==> config.mk <==
export PLATFORM = sky130hd
export DESIGN_NAME = widen16to32
export DESIGN_NICKNAME = d
export VERILOG_FILES = /design/src/rtl/widen16to32_pkg.sv /design/src/rtl/widen16to32.sv
export SDC_FILE = /design/constraint.sdc
export NUM_CORES = 1
export LEC_CHECK = 0
export CAP_MARGIN = 5
export CELL_PAD_IN_SITES_DETAIL_PLACEMENT = 0
export CELL_PAD_IN_SITES_GLOBAL_PLACEMENT = 1
export CORE_ASPECT_RATIO = 0.8
export CORE_MARGIN = 2
export CORE_UTILIZATION = 30
export CTS_CLUSTER_DIAMETER = 80
export DETAILED_ROUTE_END_ITERATION = 7
export PLACE_DENSITY = 0.7
export SYNTH_ARGS = -nofsm -noshare
export SYNTH_HDL_FRONTEND = slang
export SYNTH_SLANG_ARGS = --single-unit
==> constraint.sdc <==
create_clock -name clk -period 1.5 [get_ports clk]
set_input_delay 0.3 -clock clk [delete_from_list [all_inputs] [get_ports clk]]
set_output_delay 0.3 -clock clk [all_outputs]
set_load 0.05 [all_outputs]
==> src/rtl/widen16to32_pkg.sv <==
// Shared width constants and controller state encoding for the 16->32 packing path.
package cpu_width_pkg;

    localparam int HALF_W = 16;
    localparam int WORD_W = 2 * HALF_W;

    typedef enum logic [1:0] {
        FIRST  = 2'b00,
        SECOND = 2'b01,
        FULL   = 2'b10
    } width_state_e;

endpackage

==> src/rtl/widen16to32.sv <==
// Packs two half-word beats into one registered word behind valid/ready handshakes.
// Build option WIDEN16TO32_SEXT_EN adds in_sext: a single beat sign-extended to a full word.
module widen16to32
    import cpu_width_pkg::*;
#(
    parameter int HALF_W    = cpu_width_pkg::HALF_W,
    parameter bit LOW_FIRST = 1'b1
) (
    input  logic                  clk,
    input  logic                  rst,
    input  logic [HALF_W-1:0]     in_data,
    input  logic                  in_valid,
    output logic                  in_ready,
`ifdef WIDEN16TO32_SEXT_EN
    input  logic                  in_sext,
`endif
    input  logic                  flush,
    output logic [2*HALF_W-1:0]   out_data,
    output logic                  out_valid,
    input  logic                  out_ready
);

    localparam int W = 2 * HALF_W;

    width_state_e        state_q;
    logic [HALF_W-1:0]   half_q;
    logic [W-1:0]        out_data_q;
    logic                out_valid_q;

    logic                accept;
    logic [W-1:0]        word_d;
    logic [W-1:0]        sext_d;

    // in_ready depends on state alone so no path exists from out_ready;
    // flush suppresses acceptance in both FIRST and SECOND.
    assign in_ready = (state_q != FULL);
    assign accept   = in_valid & in_ready & ~flush;

    always_comb begin
        word_d = '0;
        if (LOW_FIRST)
            word_d = {in_data, half_q};
        else
            word_d = {half_q, in_data};
    end

    assign sext_d = {{HALF_W{in_data[HALF_W-1]}}, in_data};

    always_ff @(posedge clk or posedge rst) begin
        if (rst) begin
            state_q     <= FIRST;
            half_q      <= '0;
            out_data_q  <= '0;
            out_valid_q <= 1'b0;
        end else begin
            case (state_q)
                FIRST: begin
                    if (accept) begin
`ifdef WIDEN16TO32_SEXT_EN
                        if (in_sext) begin
                            out_data_q  <= sext_d;
                            out_valid_q <= 1'b1;
                            state_q     <= FULL;
                        end else begin
                            half_q  <= in_data;
                            state_q <= SECOND;
                        end
`else
                        half_q  <= in_data;
                        state_q <= SECOND;
`endif
                    end
                end
                SECOND: begin
                    if (flush) begin
                        half_q  <= '0;
                        state_q <= FIRST;
                    end else if (accept) begin
                        out_data_q  <= word_d;
                        out_valid_q <= 1'b1;
                        state_q     <= FULL;
                    end
                end
                FULL: begin
                    // out_data_q keeps its value after the transfer
                    if (out_ready) begin
                        out_valid_q <= 1'b0;
                        state_q     <= FIRST;
                    end
                end
                default: begin
                    out_valid_q <= 1'b0;
                    state_q     <= FIRST;
                end
            endcase
        end
    end

    assign out_data  = out_data_q;
    assign out_valid = out_valid_q;

`ifndef WIDEN16TO32_SEXT_EN
    logic unused_sext;
    assign unused_sext = ^sext_d;
`endif

endmodule

After elaboration in Yosys (flattened, before gate mapping). Index checks and enable logic that the tools add are counted.

Register bits after elaboration: 51. Bits in latches: 0. Bits in writable memories: 0. ROM bits: 0. Bits of input ports: 21. Memories kept: 0.

Add/subtract/negate cells: 0. Multipliers: 0. Divide/modulo/power cells: 0. $lt $le $gt $ge: 0. Equal/unequal tests: 9. Shift operators: 0. Mux-type cells: 12. Bitwise operators: 4. Reductions and logical operators: 6.

Operators by type and width (number): $mux W16 (2); $pmux W16 S2 (1); $ne A2 B2 Y1 const B (6); $reduce_and A3 Y1 (3); $mux W2 (4); $pmux W2 S3 (1); $reduce_and A4 Y1 (1); $mux W1 (3); $ne A3 B3 Y1 const B (1); $pmux W1 S3 (1); $and A1 B1 Y1 (2); $eq A2 B1 Y1 const B (1); $eq A2 B2 Y1 const B (1); $logic_not A2 Y1 (1); $not A1 Y1 (2); $reduce_bool A2 Y1 (1).

Depth between registers and ports, before layout. Gate-level depths: netlist of the first run.

Depth in word-level cells: 6. Mapped depth: 6. Depth with buffers taken out: 3.

Worst setup path before layout of the first run. OpenSTA, ideal clock, no wires.

Kind: register to output. Start: register state_q[0]. End: output in_ready. Arrival time: 1.265 ns. Required time: 1.200 ns. Setup slack: -0.065 ns. Cell stages (with the launch flop): 4. Path buffers: 2. Path through: dfrtp_1 -> clkbuf_1 -> clkbuf_1 -> nand2b_1.

Longest elaborated chain between the ends: 1.

RTL lines: start, declared (line widen16to32.sv:25) `width_state_e state_q;`; start signal, assigned (line widen16to32.sv:51) `state_q <= FIRST;`; start signal, assigned (line widen16to32.sv:70) `state_q <= SECOND;`; start signal, assigned (line widen16to32.sv:77) `state_q <= FIRST;`; $ne A2 B2 Y1 (line widen16to32.sv:36) `assign in_ready = (state_q != FULL);`; end, declared (line widen16to32.sv:13) `output logic in_ready,`.

No other way between the ends.

Worst setup path after layout of the first run. Ends and elaborated chain as after synthesis.

==> metrics, run 1 <==
status finished clean; clock tree from TritonCTS done; delay contributed by the slowest stage of the critical path 0.40 ns; floorplan core area 7030 um^2; VDD IR max 938 uV; Final WS setup 0.0615 ns; total count of max-transition violations in the final report 0; clk root buf sky130_fd_sc_hd__clkbuf_8; number of vias after detailed routing 1359; Top Family by Delay on Critical Path flip-flops; Rows 27; clock net sink count 51; vias per inst 4.65; cts-stage hold buffer count 0; endpoint kind of the worst setup timing path output pin; wire length of the first global-routing pass 7.80 mm; net count after synthesis 161; Die Footprint 8080 um^2; Die Span Y 80.8 um; final setup vio count 0; post-detailed-route wirelength per cell 15.6 um; number of antenna repair diodes 0; Clock Skew 0.00717 ns; biggest area contributors in the synthesized netlist sky130_fd_sc_hd__dfrtp_1 58%, sky130_fd_sc_hd__mux2_4 20%, sky130_fd_sc_hd__o2bb2ai_1 6.3%; Hold Violations, Final 0; met3 routed WL 215 um; combined area of all synthesized cells 2210 um^2; top achievable clock speed 695 MHz; reported max-cap violation count 0; post-synth cell types 24; number of global-route vias before repair 1489; time the final worst path needs with I/O delays and setup 1.44 ns; number of antenna violations at the first check in global routing 0; iteration count of the initial detailed-routing pass 5; largest net degree at the start of global routing 52; CP Data Arrival Time 1.14 ns; Critical Path Start Type register; Num CTS Buffers 5; type of the most critical hold path primary input to asynchronous set/reset pin; average cell area after synthesis 15.8 um^2; Crit path buffers/inverters 2; total of warnings raised by yosys 0; signed area change from the synthesized netlist to the final layout 52.3%; I/O Pins 55; sequential element share of the synthesized area 57.7%; First DRT Iteration DRCs 55; initial core utilization 31.5%; slowest CP cell sky130_fd_sc_hd__dfrtp_1; remaining max-slew budget at the tightest pin 81.5%; half-perimeter wire length after detailed placement 3.14 mm; share of layout cells above drive strength 1 44.4%; number of antenna-violating nets in the routed design 0; net total in the final layout 225; Skew-Pair Late Insertion Delay 0.29 ns; Synth Instances 140; number of levels the H-tree was split into 2; unrepaired setup endpoints after global routing no; final routed DRC violation total 0; Critical Setup Path Class register to output pin; count of placed standard cells including taps 283; share of the synthesized area in the top cell type 57.7%; detailed route wirelength on metal2 2.05 mm; clock tree buffer depth 2; static leakage 1.48 nW; global route overflow 0; highest metal used met4; Clk pin slew, worst setup/hold paths 0.09 ns; pre-CTS setup slack -0.322 ns; fraction of the cycle the final worst path needs 95.9%; detailed-route wire length 4.55 mm; final cell count without fillers 292; dominant cell type by area after synthesis sky130_fd_sc_hd__dfrtp_1; floorplan die width 100 um; highest net fanout along the worst path 12; register bit count reported by yosys 51; transition at the pin with the smallest max-transition slack 0.278 ns; total power density per cell area 2060 nW/um^2; list of cells traversed by the critical path buf_6 > nand2b_4 > buf_12; met1 wire length 2.28 mm; critical path required time 1.20 ns; Total GRT Usage 12.3%; GPL Wtd Cong 0.707; PortBufs 54
==> Yosys cell counts, drive strengths merged <==
cell / instances
nor2: 2
nand2: 1
buf: 7
xnor2: 1
dfrtp: 51
inv: 1
a32oi: 1
o2bb2ai: 16
mux2: 32
and3b: 1
o21bai: 2
nor3b: 1
o21ai: 1
nor2b: 1
a21oi: 1
clkbuf: 4
nand2b: 1
a22oi: 15
nor3: 1
==> routing by layer <==
layer	track usage, %	vias to the layer above
met4	3.15	0
met1	17.4	679
met3	3.18	2
met5	0	-
met2	18.9	35
li1	-	643
==> cells by family after synthesis <==
family / share of synthesized area (%)
AND/OR/NAND/NOR: 2.60
XOR/XNOR: 0.396
multiplexers: 21.2
buffers and inverters: 4.98
AO/OA/AOI/OAI: 13.1
flip-flops: 57.7
==> registers in the layout, indices dropped and copies added, names as in the netlist <==
register and count:
out_data 32, half_q 16, state_q 2, out_valid 1
==> area by class of cell <==
cell class	instances	area, um^2
clock buffers	6	82.6
clock inverters	2	35.0
fillers	615	3660
inverters	1	7.51
multi-input cells	77	835
flip-flops and latches	51	1280
well taps	87	109
repair buffers	68	1020
==> worst reg2reg max path, stage by stage (launching register included) <==
cell	delay, ns
sky130_fd_sc_hd__dfrtp_1	0.40
sky130_fd_sc_hd__buf_4	0.14
sky130_fd_sc_hd__and3b_2	0.25
sky130_fd_sc_hd__buf_12	0.18
sky130_fd_sc_hd__mux2_4	0.32
==> where the power goes <==
group	internal [mW]	switching [mW]	leakage, nW
registers	1.83	0.501	0.644
logic	1.96	1.69	0.775
clock network	0.540	0.432	0.0612
==> through the flow <==
step	setup TNS, ns	area (um^2)	power (mW)	hold WS (ns)	utilization (%)
2_1_floorplan	0	2220	4.08	0.349	-
3_3_place_gp	-10.14	3240	5.99	0.494	46.1
3_5_place_dp	-11.09	3240	6.02	0.504	46.1
4_1_cts	0	3370	7.02	0.414	47.9
5_1_grt	0	3370	7.23	0.438	48.0
6_report	0	3370	6.95	0.406	48.0
==> repair_timing <==
action	4_1_cts	5_1_grt
buffers inserted	1	0
endpoints found under the hold margin	0	0
endpoints found under the setup margin	12	1
gates resized for setup	3	1
==> path summary, 6_finish.rpt <==
path / cells after the start / endpoint / slack (ns) / startpoint
setup / recovery: 3 / in_ready / 0.06 / state_q[0]
hold / removal: 3 / out_data[3] / 0.41 / rst
setup reg to reg: 4 / out_data[9] / 0.12 / state_q[0]
hold reg to reg: 1 / half_q[6] / 0.52 / half_q[6]
max in group asynchronous: 3 / out_data[17] / 0.85 / rst
min in group clk: 1 / half_q[6] / 0.52 / half_q[6]
==> placed cells by master, fill, tap and decap left out <==
| cell type | count |
|---|---|
| sky130_fd_sc_hd__nor2b_4 | 1 |
| sky130_fd_sc_hd__a21oi_1 | 1 |
| sky130_fd_sc_hd__dlygate4sd2_1 | 2 |
| sky130_fd_sc_hd__and3b_2 | 1 |
| sky130_fd_sc_hd__o21bai_1 | 1 |
| sky130_fd_sc_hd__xnor2_1 | 1 |
| sky130_fd_sc_hd__o2bb2ai_1 | 16 |
| sky130_fd_sc_hd__clkinvlp_4 | 1 |
| sky130_fd_sc_hd__buf_4 | 10 |
| sky130_fd_sc_hd__nor3_1 | 1 |
| sky130_fd_sc_hd__nand2_1 | 1 |
| sky130_fd_sc_hd__nor2_1 | 2 |
| sky130_fd_sc_hd__mux2_1 | 3 |
| sky130_fd_sc_hd__mux2_4 | 29 |
| sky130_fd_sc_hd__dfrtp_1 | 51 |
| sky130_fd_sc_hd__bufinv_16 | 1 |
| sky130_fd_sc_hd__nand2b_4 | 1 |
| sky130_fd_sc_hd__buf_12 | 37 |
| sky130_fd_sc_hd__nor3b_2 | 1 |
| sky130_fd_sc_hd__a32oi_1 | 1 |
| sky130_fd_sc_hd__o21ai_0 | 1 |
| sky130_fd_sc_hd__clkdlybuf4s50_1 | 18 |
| sky130_fd_sc_hd__clkbuf_8 | 6 |
| sky130_fd_sc_hd__o21bai_2 | 1 |
| sky130_fd_sc_hd__clkinv_2 | 1 |
| sky130_fd_sc_hd__a22oi_1 | 15 |
| sky130_fd_sc_hd__buf_6 | 1 |
Note: power is estimated with default switching activity, not from simulation.
==> run 2, diff against run 1 <==
--- a/config.mk
+++ b/config.mk
@@ -11,8 +11,10 @@
 export CORE_ASPECT_RATIO = 0.8
 export CORE_MARGIN = 2
 export CORE_UTILIZATION = 30
+export CTS_BUF_LIST = sky130_fd_sc_hd__clkbuf_2
 export CTS_CLUSTER_DIAMETER = 80
 export DETAILED_ROUTE_END_ITERATION = 7
+export GPL_ROUTABILITY_DRIVEN = 0
 export PLACE_DENSITY = 0.7
 export SYNTH_ARGS = -nofsm -noshare
 export SYNTH_HDL_FRONTEND = slang
==> metrics, run 2 (synthesized netlist as in run 1, its figures left out) <==
status finished clean (unchanged); Top Family by Delay on Critical Path flip-flops (unchanged); Clk pin slew, worst setup/hold paths 0.24 ns (was 0.09 ns); sequential cell fraction of total power 34.8% (was 33.5%); Crit path buffers/inverters 2 (unchanged); fraction of the cycle the final worst path needs 99.1% (was 95.9%); core utilization of the finished layout 47.3% (was 48.0%); switching component of the power 2.61 mW (was 2.62 mW); Rows 27 (unchanged); Clock Skew 0.0170 ns (was 0.00717 ns); Sw Ratio 39.1% (was 37.8%); largest net degree at the start of global routing 52 (unchanged); static leakage 1.46 nW (was 1.48 nW); Die Span Y 80.8 um (unchanged); critical path required time 1.20 ns (about the same); cts-stage hold buffer count 0 (unchanged); clock network power share 10.3% (was 14.0%); overall power after layout 6.66 mW (was 6.95 mW); Hold WS 0.266 ns (was 0.406 ns); share of layout cells above drive strength 1 44.2% (was 44.4%); final setup vio count 0 (unchanged); clock net sink count 51 (unchanged); PortBufs 54 (unchanged); First DRT Iteration DRCs 55 (unchanged); multi-input gate area in the final layout 835 um^2 (unchanged); floorplan core area 7030 um^2 (unchanged); clock tree from TritonCTS done (unchanged); sequential cell area in the final layout 1280 um^2 (unchanged); VDD IR max 930 uV (was 938 uV); I/O Pins 55 (unchanged); setup TNS after final layout 0 ns (unchanged); internal power component 4.06 mW (was 4.32 mW); remaining max-slew budget at the tightest pin 81.4% (was 81.5%); Die Footprint 8080 um^2 (unchanged); global route overflow 0 (unchanged); clk root buf sky130_fd_sc_hd__clkbuf_2 (was sky130_fd_sc_hd__clkbuf_8); reported max-cap violation count 0 (unchanged); floorplan die width 100 um (unchanged); signed area change from the synthesized netlist to the final layout 50.3% (was 52.3%); Filler Cell Count 614 (was 615); Critical Path Start Type register (unchanged); Total GRT Usage 12.3% (about the same); number of antenna violations at the first check in global routing 0 (unchanged); highest net fanout along the worst path 3 (was 12); Hold Violations, Final 0 (unchanged); combinational group share of total power 54.8% (was 52.5%); final routed DRC violation total 0 (unchanged); number of global-route vias before repair 1503 (was 1489); detailed-route wire length 4.55 mm (about the same); slowest CP cell sky130_fd_sc_hd__dfrtp_1 (unchanged); most common cell after layout, fill and taps aside sky130_fd_sc_hd__dfrtp_1 (unchanged); commonest cells after routing, fill and taps aside 51 x sky130_fd_sc_hd__dfrtp_1, 37 x sky130_fd_sc_hd__buf_12, 29 x sky130_fd_sc_hd__mux2_4 (unchanged); clock tree buffer depth 2 (unchanged); vias per inst 4.75 (was 4.65); half-perimeter wire length after detailed placement 3.14 mm (unchanged); endpoint kind of the worst setup timing path output pin (unchanged); Num CTS Buffers 5 (unchanged); number of levels the H-tree was split into 2 (unchanged); type of the most critical hold path primary input to asynchronous set/reset pin (unchanged); post-detailed-route wirelength per cell 15.5 um (was 15.6 um); total count of max-transition violations in the final report 0 (unchanged); initial core utilization 31.5% (unchanged); Critical Setup Path Class register to output pin (unchanged); number of antenna-violating nets in the routed design 0 (unchanged); unrepaired setup endpoints after global routing yes (was no); number of antenna repair diodes 0 (unchanged); transition at the pin with the smallest max-transition slack 0.279 ns (was 0.278 ns); wire length of the first global-routing pass 7.82 mm (was 7.80 mm); list of cells traversed by the critical path buf_6 > nand2b_4 > buf_12 (unchanged); net total in the final layout 226 (was 225); Skew-Pair Late Insertion Delay 0.41 ns (was 0.29 ns); time the final worst path needs with I/O delays and setup 1.49 ns (was 1.44 ns); top achievable clock speed 673 MHz (was 695 MHz); flip-flop count of the largest register, all copies and words added 32 (unchanged); total power density per cell area 2000 nW/um^2 (was 2060 nW/um^2); count of placed standard cells including taps 283 (unchanged); delay contributed by the slowest stage of the critical path 0.45 ns (was 0.40 ns); final cell count without fillers 293 (was 292); iteration count of the initial detailed-routing pass 4 (was 5); number of vias after detailed routing 1393 (was 1359); CP Data Arrival Time 1.19 ns (was 1.14 ns)
run 2: cell count changes in the layout (fill, tap and decap cells not counted):
cell,change
sky130_fd_sc_hd__buf_4,+1
sky130_fd_sc_hd__clkbuf_2,+5
sky130_fd_sc_hd__clkbuf_8,-6
sky130_fd_sc_hd__clkinv_1,+1
sky130_fd_sc_hd__dlygate4sd2_1,-2
sky130_fd_sc_hd__clkdlybuf4s50_1,+2
run 2: worst paths after layout:
path,cells past startpoint,startpoint,slack [ns],end
setup / recovery,3,state_q[1],0.01,in_ready
min in group clk,2,out_ready,0.45,state_q[1]
setup reg to reg,4,state_q[0],0.08,out_data[7]
max in group asynchronous,3,rst,1.00,out_data[17]
hold reg to reg,1,half_q[2],0.55,half_q[2]
hold / removal,3,rst,0.27,out_data[3]
run 2: power by group through the flow:
stage | registers (mW) | logic, mW | clock network, mW
2_1_floorplan | 3.34 | 0.737 | 0
3_3_place_gp | 2.35 | 3.63 | 0
3_5_place_dp | 2.34 | 3.67 | 0
4_1_cts | 2.33 | 3.69 | 0.722
5_1_grt | 2.40 | 3.77 | 0.769
6_report | 2.32 | 3.65 | 0.689
run 2: layer usage:
metal | routed length [um] | vias up | track usage [%]
met5 | 0 | - | 0
met4 | 34 | 0 | 3.56
met3 | 226 | 5 | 3.18
met2 | 2080 | 36 | 19.5
met1 | 2210 | 702 | 16.9
li1 | - | 650 | -
run 2: per-stage QoR:
step	cell area [um^2]	worst slack [ns]
CTS	3330	-0.0837
detailed placement	3240	-0.322
global route	3330	-0.0837
finish	3330	0.0139
global placement	3240	-0.298
floorplan	2220	0.0714
run 2: area by class of cell:
type                            instances  area share (%)
Sequential cell                        51            38.4
Inverter                                1           0.226
Multi-Input combinational cell         77            25.1
Timing Repair Buffer                   69            31.1
Clock inverter                          3            1.17
Tap cell                               87            3.27
Clock buffer                            5           0.752
run 2: tightest hold or removal path: cells and delay by family:
| kind | cells | cell delay (ns) |
|---|---|---|
| buf+inv | 3 | 0.79 |
run 2: what timing repair did:
action,4_1_cts,5_1_grt
setup endpoints to repair,1,2
pin swaps,0,0
gates resized for setup,2,1
buffers inserted,2,1
==> run 3, diff against run 2 <==
--- a/config.mk
+++ b/config.mk
@@ -5,6 +5,7 @@
 export SDC_FILE = /design/constraint.sdc
 export NUM_CORES = 1
 export LEC_CHECK = 0
+export ABC_AREA = 1
 export CAP_MARGIN = 5
 export CELL_PAD_IN_SITES_DETAIL_PLACEMENT = 0
 export CELL_PAD_IN_SITES_GLOBAL_PLACEMENT = 1
@@ -14,8 +15,7 @@
 export CTS_BUF_LIST = sky130_fd_sc_hd__clkbuf_2
 export CTS_CLUSTER_DIAMETER = 80
 export DETAILED_ROUTE_END_ITERATION = 7
-export GPL_ROUTABILITY_DRIVEN = 0
-export PLACE_DENSITY = 0.7
+export PLACE_DENSITY = 0.77
 export SYNTH_ARGS = -nofsm -noshare
 export SYNTH_HDL_FRONTEND = slang
 export SYNTH_SLANG_ARGS = --single-unit
==> metrics, run 3 <==
status finished clean (unchanged); vias per inst 4.40 (was 4.75); number of levels the H-tree was split into 2 (unchanged); post-detailed-route wirelength per cell 13.0 um (was 15.5 um); type of the most critical hold path primary input to asynchronous set/reset pin (unchanged); Skew-Pair Late Insertion Delay 0.41 ns (about the same); initial core utilization 31.4% (was 31.5%); flip-flop count of the largest register, all copies and words added 32 (unchanged); Num CTS Buffers 5 (unchanged); endpoint kind of the worst setup timing path output pin (unchanged); wire length of the first global-routing pass 8.32 mm (was 7.82 mm); number of global-route vias before repair 1681 (was 1503); Crit path buffers/inverters 2 (unchanged); post-synth cell types 15 (was 24); First DRT Iteration DRCs 101 (was 55); list of cells traversed by the critical path inv_2 > nand2_4 > buf_12 (was buf_6 > nand2b_4 > buf_12); most common cell after layout, fill and taps aside sky130_fd_sc_hd__nand2_1 (was sky130_fd_sc_hd__dfrtp_1); placement-stage cell area 3060 um^2 (was 3240 um^2); commonest cells after routing, fill and taps aside 118 x sky130_fd_sc_hd__nand2_1, 50 x sky130_fd_sc_hd__dfrtp_1, 37 x sky130_fd_sc_hd__buf_12 (was 51 x sky130_fd_sc_hd__dfrtp_1, 37 x sky130_fd_sc_hd__buf_12, 29 x sky130_fd_sc_hd__mux2_4); register bit count reported by yosys 51 (unchanged); multi-input gate area in the final layout 684 um^2 (was 835 um^2); slowest CP cell sky130_fd_sc_hd__dfrtp_1 (unchanged); total power density per cell area 1620 nW/um^2 (was 2000 nW/um^2); clock net sink count 51 (unchanged); clk root buf sky130_fd_sc_hd__clkbuf_2 (unchanged); average cell area after synthesis 8.89 um^2 (was 15.8 um^2); area of all placed cells without fillers 3130 um^2 (was 3330 um^2); setup TNS after final layout 0 ns (unchanged); unrepaired setup endpoints after global routing yes (unchanged); dominant cell type by area after synthesis sky130_fd_sc_hd__dfrtp_1 (unchanged); combined area of all synthesized cells 2040 um^2 (was 2210 um^2); clock tree buffer depth 2 (unchanged); share of the synthesized area in the top cell type 62.7% (was 57.7%); cts-stage hold buffer count 0 (unchanged); floorplan core area 6470 um^2 (was 7030 um^2); remaining max-slew budget at the tightest pin 79.2% (was 81.4%); Die Span Y 77.7 um (was 80.8 um); highest net fanout along the worst path 2 (was 3); GPL Wtd Cong 0.778; overall power after layout 5.06 mW (was 6.66 mW); count of placed standard cells including taps 363 (was 283); Top Family by Delay on Critical Path flip-flops (unchanged); CP Data Arrival Time 1.14 ns (was 1.19 ns); fraction of the cycle the final worst path needs 96.2% (was 99.1%); time the final worst path needs with I/O delays and setup 1.44 ns (was 1.49 ns); final setup vio count 0 (unchanged); total of warnings raised by yosys 0 (unchanged); delay contributed by the slowest stage of the critical path 0.45 ns (about the same); iteration count of the initial detailed-routing pass 4 (unchanged); Clk pin slew, worst setup/hold paths 0.23 ns (was 0.24 ns); half-perimeter wire length after detailed placement 3.34 mm (was 3.14 mm); prevailing post-synth register cell sky130_fd_sc_hd__dfrtp_1 (unchanged); Final WS setup 0.0572 ns (was 0.0139 ns); Synth Instances 229 (was 140); Clock Skew 0.00505 ns (was 0.0170 ns); transition at the pin with the smallest max-transition slack 0.311 ns (was 0.279 ns); final routed DRC violation total 0 (unchanged); Critical Setup Path Class register to output pin (unchanged); global route overflow 0 (unchanged); clock tree from TritonCTS done (unchanged); Rows 26 (was 27); VDD IR max 808 uV (was 930 uV); Die Footprint 7470 um^2 (was 8080 um^2); Hold WS 0.246 ns (was 0.266 ns); net total in the final layout 311 (was 226); Filler Cell Count 607 (was 614); number of vias after detailed routing 1651 (was 1393); async set or reset register ratio after synthesis 100% (unchanged); most used standard cell by instance count after synthesis sky130_fd_sc_hd__nand2_1 (was sky130_fd_sc_hd__dfrtp_1); ranking of synthesized cells by instance count 119 x sky130_fd_sc_hd__nand2_1, 51 x sky130_fd_sc_hd__dfrtp_1, 32 x sky130_fd_sc_hd__nand3_1 (was 51 x sky130_fd_sc_hd__dfrtp_1, 29 x sky130_fd_sc_hd__mux2_4, 16 x sky130_fd_sc_hd__o2bb2ai_1); signed area change from the synthesized netlist to the final layout 53.8% (was 50.3%); sequential cell area in the final layout 1280 um^2 (about the same); I/O Pins 55 (unchanged); Hold Violations, Final 0 (unchanged); final cell count without fillers 375 (was 293); PortBufs 54 (unchanged); number of antenna repair diodes 0 (unchanged); pre-CTS setup slack -0.0278 ns (was -0.322 ns); static leakage 1.61 nW (was 1.46 nW); reported max-cap violation count 0 (unchanged); floorplan die width 96.1 um (was 100 um); share of layout cells above drive strength 1 21.3% (was 44.2%); number of enable-type register cells in the synthesized netlist 0 (unchanged); core utilization of the finished layout 48.4% (was 47.3%); Critical Path Start Type register (unchanged); sequential element share of the synthesized area 62.7% (was 57.7%); largest net degree at the start of global routing 52 (unchanged); number of antenna violations at the first check in global routing 0 (unchanged); Total GRT Usage 14.3% (was 12.3%); biggest area contributors in the synthesized netlist sky130_fd_sc_hd__dfrtp_1 63%, sky130_fd_sc_hd__nand2_1 22%, sky130_fd_sc_hd__nand3_1 7.9% (was sky130_fd_sc_hd__dfrtp_1 58%, sky130_fd_sc_hd__mux2_4 20%, sky130_fd_sc_hd__o2bb2ai_1 6.3%); critical path required time 1.20 ns (about the same); net count after synthesis 250 (was 161); number of antenna-violating nets in the routed design 0 (unchanged); top achievable clock speed 693 MHz (was 673 MHz); total count of max-transition violations in the final report 0 (unchanged); detailed-route wire length 4.87 mm (was 4.55 mm)
run 3: cell types whose count changed in the layout (fill, tap and decap cells not counted), sizes merged, moves of 4 or more:
cell | previous run | this run
o2bb2ai | 16 | 0
a22oi | 15 | 0
nand2 | 1 | 122
inv | 0 | 5
mux2 | 32 | 0
nand3 | 0 | 32
buf | 49 | 45
run 3: cell type report:
| class | instances | share of cell area [%] |
|---|---|---|
| flip-flops and latches | 51 | 40.8 |
| repair buffers | 65 | 32.0 |
| multi-input cells | 161 | 21.9 |
| well taps | 84 | 3.36 |
| clock buffers | 6 | 0.959 |
| inverters | 6 | 0.839 |
| clock inverters | 2 | 0.240 |
run 3: what timing repair did:
item / 4_1_cts / 5_1_grt
setup buffers: 3 / 1
pin swaps: 0 / 1
setup endpoints to repair: 1 / 1
resized for setup: 2 / 1
cloned: 0 / 0
run 3: worst paths after layout:
kind | start | end | slack (ns) | cells after the start
max | state_q[0] | in_ready | 0.06 | 3
min | rst | out_data[30] | 0.25 | 3
max reg2reg | state_q[1] | half_q[8] | 0.21 | 6
min reg2reg | half_q[13] | half_q[13] | 0.50 | 2
max in group asynchronous | rst | state_q[1] | 1.00 | 3
min in group clk | in_data[7] | half_q[7] | 0.43 | 3
run 3: tightest hold or removal path, stage by stage:
cell and delay [ns]:
sky130_fd_sc_hd__clkdlybuf4s50_1 0.44, sky130_fd_sc_hd__clkinvlp_4 0.09, sky130_fd_sc_hd__buf_12 0.25
run 3: cells by family (layout without fill, tap and decap cells):
kind of cell	after synthesis	in the layout	synth area share [%]
DFF	51	51	62.7
and+or+nand+nor	157	157	32.0
AOI/OAI and AO/OA	4	4	1.23
buffers and inverters	17	79	4.06
run 3: power by group:
group | internal (mW) | total, mW | leakage, nW | switching, mW
clock network | 0.112 | 0.511 | 0.0281 | 0.398
registers | 1.70 | 2.04 | 0.662 | 0.339
logic | 1.18 | 2.51 | 0.918 | 1.33
run 3: routing by layer:
metal  track usage (%)  up-vias  wire, um
met5                 0        -         0
met4              4.00        0        24
met3              4.76        2       324
met2              18.6       50      2040
met1              22.4      767      2480
li1                  -      832         -
